[src/rtl/interrupt_controller.sv]
// Interrupt controller: latches rising edges on irq pins, masks them with an
// enable register, picks the lowest-index request, redirects the PC to a
// per-source vector for one cycle and holds the return PC until the handler
// executes rfi. No nesting: new requests wait in pending while a handler runs.
//
// Ports:
//   clk, rst_n      core clock, synchronous active-low reset
//   irq_in          raw active-high requests (rising edge = request)
//   irq_en_we/wdata enable register write port
//   wfi_exec        one-cycle pulse when wfi executes
//   rfi_exec        one-cycle pulse when rfi executes
//   pc_next         address of the next sequential instruction
//   interrupt       one-cycle entry pulse to the decoder
//   int_mux         PC mux select for int_vector (same cycle as interrupt)
//   int_vector      handler entry address
//   saved_pc        return address for rfi
//   irq_active      handler in progress
//   irq_id          index of the source being serviced
//   halt            core stall while sleeping after wfi
//   irq_pending     pending register for status reads
module interrupt_controller #(
   parameter int unsigned           NUM_IRQ       = 4,
   parameter int unsigned           PC_WIDTH      = 16,
   parameter logic [PC_WIDTH-1:0]   VECTOR_BASE   = 16'h0010,
   parameter logic [PC_WIDTH-1:0]   VECTOR_STRIDE = 16'h0004
) (
   input  logic                clk,
   input  logic                rst_n,
   input  logic [NUM_IRQ-1:0]  irq_in,
   input  logic                irq_en_we,
   input  logic [NUM_IRQ-1:0]  irq_en_wdata,
   input  logic                wfi_exec,
   input  logic                rfi_exec,
   input  logic [PC_WIDTH-1:0] pc_next,
   output logic                interrupt,
   output logic                int_mux,
   output logic [PC_WIDTH-1:0] int_vector,
   output logic [PC_WIDTH-1:0] saved_pc,
   output logic                irq_active,
   output logic [2:0]          irq_id,
   output logic                halt,
   output logic [NUM_IRQ-1:0]  irq_pending
);

   typedef enum logic [1:0] {StRun, StSleep, StEnter, StHandler} state_e;

   state_e              state_q, state_d;
   logic [NUM_IRQ-1:0]  prev_q, pending_q, pending_d, enable_q, req, clr;
   logic [PC_WIDTH-1:0] vector_q, saved_pc_q, win_vec;
   logic [2:0]          sel_q, irq_id_q, win_id;
   logic                win_valid;
   logic                interrupt_q, halt_q, active_q;

   assign req = pending_q & enable_q;

   // Lowest set index wins: scan downward so the last hit is the lowest.
   always_comb begin
      win_valid = 1'b0;
      win_id    = '0;
      for (int i = NUM_IRQ - 1; i >= 0; i--) begin
         if (req[i]) begin
            win_valid = 1'b1;
            win_id    = 3'(i);
         end
      end
   end

   assign win_vec = VECTOR_BASE + PC_WIDTH'(win_id) * VECTOR_STRIDE;

   // A new edge in the same cycle as the ENTER clear keeps the bit set.
   always_comb begin
      clr = '0;
      for (int i = 0; i < NUM_IRQ; i++) begin
         clr[i] = (state_q == StEnter) && (sel_q == 3'(i));
      end
      pending_d = (pending_q & ~clr) | (irq_in & ~prev_q);
   end

   always_comb begin
      state_d = state_q;
      unique case (state_q)
         StRun: begin
            if (win_valid)     state_d = StEnter;
            else if (wfi_exec) state_d = StSleep;
         end
         StSleep: begin
            if (win_valid) state_d = StEnter;
         end
         StEnter:   state_d = StHandler;
         StHandler: begin
            if (rfi_exec) state_d = StRun;
         end
         default:   state_d = StRun;
      endcase
   end

   always_ff @(posedge clk) begin
      if (!rst_n) begin
         state_q     <= StRun;
         prev_q      <= '0;
         pending_q   <= '0;
         enable_q    <= '0;
         vector_q    <= '0;
         saved_pc_q  <= '0;
         sel_q       <= '0;
         irq_id_q    <= '0;
         interrupt_q <= 1'b0;
         halt_q      <= 1'b0;
         active_q    <= 1'b0;
      end else begin
         state_q   <= state_d;
         prev_q    <= irq_in;
         pending_q <= pending_d;
         if (irq_en_we) enable_q <= irq_en_wdata;
         // Winner is frozen on the way into ENTER so vector, clear and id agree.
         if (state_d == StEnter) begin
            sel_q    <= win_id;
            vector_q <= win_vec;
         end
         if (state_q == StEnter) begin
            saved_pc_q <= pc_next;
            irq_id_q   <= sel_q;
         end
         interrupt_q <= (state_d == StEnter);
         halt_q      <= (state_d == StSleep);
         active_q    <= (state_d == StHandler);
      end
   end

   assign interrupt   = interrupt_q;
   assign int_mux     = interrupt_q;
   assign halt        = halt_q;
   assign irq_active  = active_q;
   assign int_vector  = vector_q;
   assign saved_pc    = saved_pc_q;
   assign irq_id      = irq_id_q;
   assign irq_pending = pending_q;

endmodule

[config.mk]
export PLATFORM = sky130hd
export DESIGN_NAME = interrupt_controller
export DESIGN_NICKNAME = d
export VERILOG_FILES = /design/src/rtl/interrupt_controller.sv
export SDC_FILE = /design/constraint.sdc
export NUM_CORES = 1
export LEC_CHECK = 0
export ABC_CLOCK_PERIOD_IN_PS = 1500
export CORE_ASPECT_RATIO = 2
export CORE_MARGIN = 2
export CORE_UTILIZATION = 39
export DETAILED_ROUTE_END_ITERATION = 16
export GPL_ROUTABILITY_DRIVEN = 0
export PLACE_DENSITY = 0.85
export SKIP_CTS_REPAIR_TIMING = 1
export SYNTH_ARGS = -nofsm -noshare
export SYNTH_HDL_FRONTEND = slang
export SYNTH_SLANG_ARGS = --single-unit
[constraint.sdc]
create_clock -name clk -period 1.5 [get_ports clk]
set_clock_uncertainty 0.15 [all_clocks]
set_input_delay 0.15 -clock clk [delete_from_list [all_inputs] [get_ports clk]]
set_output_delay 0.15 -clock clk [all_outputs]
set_load 0.005 [all_outputs]
==> out/qor.yml <==
floorplan:
  die_h_um: 92.0
  core_area_um2: 3800
  die_area_um2: 4420
  initial_core_util: 0.397
  die_w_um: 48.0
  ios: 72
  rows: 32
detailed_routing:
  routed_via_density: 4.55
  wl_um: 3260
  drtAntennaViolNets: 0
  num_vias: 1264
  drt_iter0_markers: 23
  wl_per_cell_um: 11.7
  first_pass_iters: 4
  remaining_drc_errors: 0
clock_network:
  cts_tree: "done"
  cts_max_level: 2
  clk_latency_ns: 0.28
  cts.clk_slew.worst_paths_ns: 0.07
  cts_sinks: 38
  clockBufferDepth: 2
  cts_buffers: 5
  root_buffer: "clkbuf_8"
finish:
  filler_cell_count: 360
  num-nets-final: 255
  final-instance-count-excl-fill: 278
  stdcell_area_um2: 2190
  drive_gt1_frac: 0.0793
  syn2layout_area_growth_pct: 44.6
  final_cell_mix: "57 x clkdlybuf4s50_1, 41 x nand2_1, 33 x dfxtp_1"
  layout_commonest_cell: "clkdlybuf4s50_1"
  insertedDiodeCount: 0
pwr:
  p_comb_frac: 0.156
  p_total_mw: 2.15
  max-vdd-ir-drop_mv: 0.908
  p_seq_frac: 0.518
  swShare: 0.232
  power.switching_mw: 0.497
  cellLeakagePower_nw: 0.829
  p_int_mw: 1.65
  clkPwrFrac: 0.326
  p_per_area_nw_per_um2: 981
worst_setup_path:
  max_stage_delay_ns: 0.51
  crit_path_end_kind: "output pin"
  cp.arrival_ns: 1.17
  cp_max_fo: 4
  path_class: "flop to output pin"
  worstPathCellList: "clkdlybuf4s50_1"
  cp_top_family: "buffers and inverters"
  cp-start-kind: "flop"
  slowest_stage: "clkdlybuf4s50_1"
  crit_buf_inv: 1
  crit_required_ns: 1.20
run:
  maxCapViolCount: 0
run_status:
  status: "finished clean"
sta:
  rsz0062_at_grt: "no"
  min_period_ns: 1.47
  setup_slack_ns: 0.0337
  max_freq_mhz: 682
  final-setup-viol-count: 0
  maxSlewViolCount: 0
  timing.final.crit_share: 0.978
  finalHoldViolCount: 0
logic_synthesis:
  synth_compound_area_frac: 0.160
  synthSimpleGateAreaFrac: 0.191
  yosys.area_share.adder: 0
  synth_xor_area_frac: 0
  ys_ff_latch: 38
  synth-seq-area-share: 0.503
  synthCells: 167
  synth_top_family_by_area: "simple AND/OR/NAND/NOR gates"
  synth_warnings: 0
  synthMuxAreaShare: 0.0331
  avgSynthCellArea_um2: 9.05
  ys_types: 25
  synthesis.area_um2: 1510
place:
  port_buffers: 57
  placed_cell_area_um2: 2090
  dp_hpwl_um: 2490
  dp.cells: 270
  dp_slack_ns: 0.177
worst_hold_path:
  hold_class: "input pin to flop"
global_route:
  grt_pass1_wl_um: 5070
  grt_max_degree: 37
  antenna_found_initial: 0
  grt_usage: 0.158
  grt-ovfl-total: 0
  grt_pass1_vias: 1208
==> through the flow <==
step	setup TNS, ns	util	hold slack (ns)
final	0	0.575	0.269
after global routing	0	0.575	0.278
after CTS	-0.123	0.572	0.264
after detailed placement	0	0.548	0.301
after global placement	0	0.548	0.290
after floorplan	0	-	0.122
==> power groups by stage <==
stage | combinational [mW] | clock [mW] | sequential (mW)
finish | 0.335 | 0.700 | 1.11
global route | 0.369 | 0.759 | 1.12
CTS | 0.339 | 0.722 | 1.11
detailed placement | 0.336 | 0 | 1.13
global placement | 0.331 | 0 | 1.13
floorplan | 0.165 | 0 | 1.13
==> cell usage after synthesis <==
cell type / n / area [um^2]
o221a_2: 1 / 11.3
nand3_1: 3 / 15.0
a21boi_1: 11 / 82.6
buf_2: 1 / 5.00
o21ai_1: 1 / 5.00
and2b_1: 1 / 7.51
nand2b_1: 4 / 25.0
a21boi_0: 10 / 75.1
and2_1: 5 / 31.3
buf_6: 2 / 22.5
inv_1: 2 / 7.51
clkbuf_1: 5 / 18.8
o21a_1: 1 / 7.51
nor2b_1: 6 / 37.5
a22oi_1: 2 / 15.0
mux2i_1: 5 / 50.1
conb_1: 1 / 3.75
nand2_1: 41 / 154
buf_4: 15 / 113
nor2_1: 5 / 18.8
a21oi_1: 3 / 15.0
o21ai_0: 1 / 5.00
dfxtp_1: 38 / 761
o31ai_1: 2 / 15.0
a32o_1: 1 / 10.0
==> flip-flops by register name, indices dropped and copies added, names as in the netlist, 2 cells and up <==
name / flops
int_vector: 2
irq_id: 2
prev_q: 4
enable_q: 4
state_q: 2
irq_pending: 4
saved_pc: 16
==> cell families (layout without fill, tap and decap cells) <==
logic type | count (synthesis) | count (layout)
other | 1 | 14
flip-flops | 38 | 38
multiplexers | 5 | 5
buffers and inverters | 25 | 72
AO/OA/AOI/OAI | 33 | 33
AND/OR/NAND/NOR | 65 | 65
==> cell type report <==
type	count	area, um^2	area share
sequential	38	769	0.352
multi-input combinational	117	633	0.290
timing repair buffer	62	621	0.284
clock buffer	7	86.3	0.0395
tap	51	63.8	0.0292
inverter	2	7.51	0.00343
clock inverter	1	5.00	0.00229
==> per-layer routing <==
layer  part of all wire  global-route usage  up-vias
met5                  0                   0        -
met4              0.021              0.0676        0
met3              0.059              0.0394        6
met2               0.58               0.297       55
met1               0.34               0.142      570
li1                   -                   -      633
==> worst reg2reg max path, stage by stage (launching register included) <==
cell,delay [ns]
dfxtp_1,0.32
and2b_1,0.31
buf_4,0.23
nand2_1,0.06
a21boi_0,0.16
==> worst paths after layout <==
kind,cells past startpoint,slack [ns],endpoint,startpoint
worst max-delay path,1,0.03,irq_pending[1],irq_pending[1]
worst min-delay path,3,0.27,saved_pc[9],pc_next[9]
worst max register to register,4,0.20,saved_pc[5],state_q[0]
worst min register to register,2,0.31,saved_pc[10],saved_pc[10]
Power figures use the tool's default switching activity.
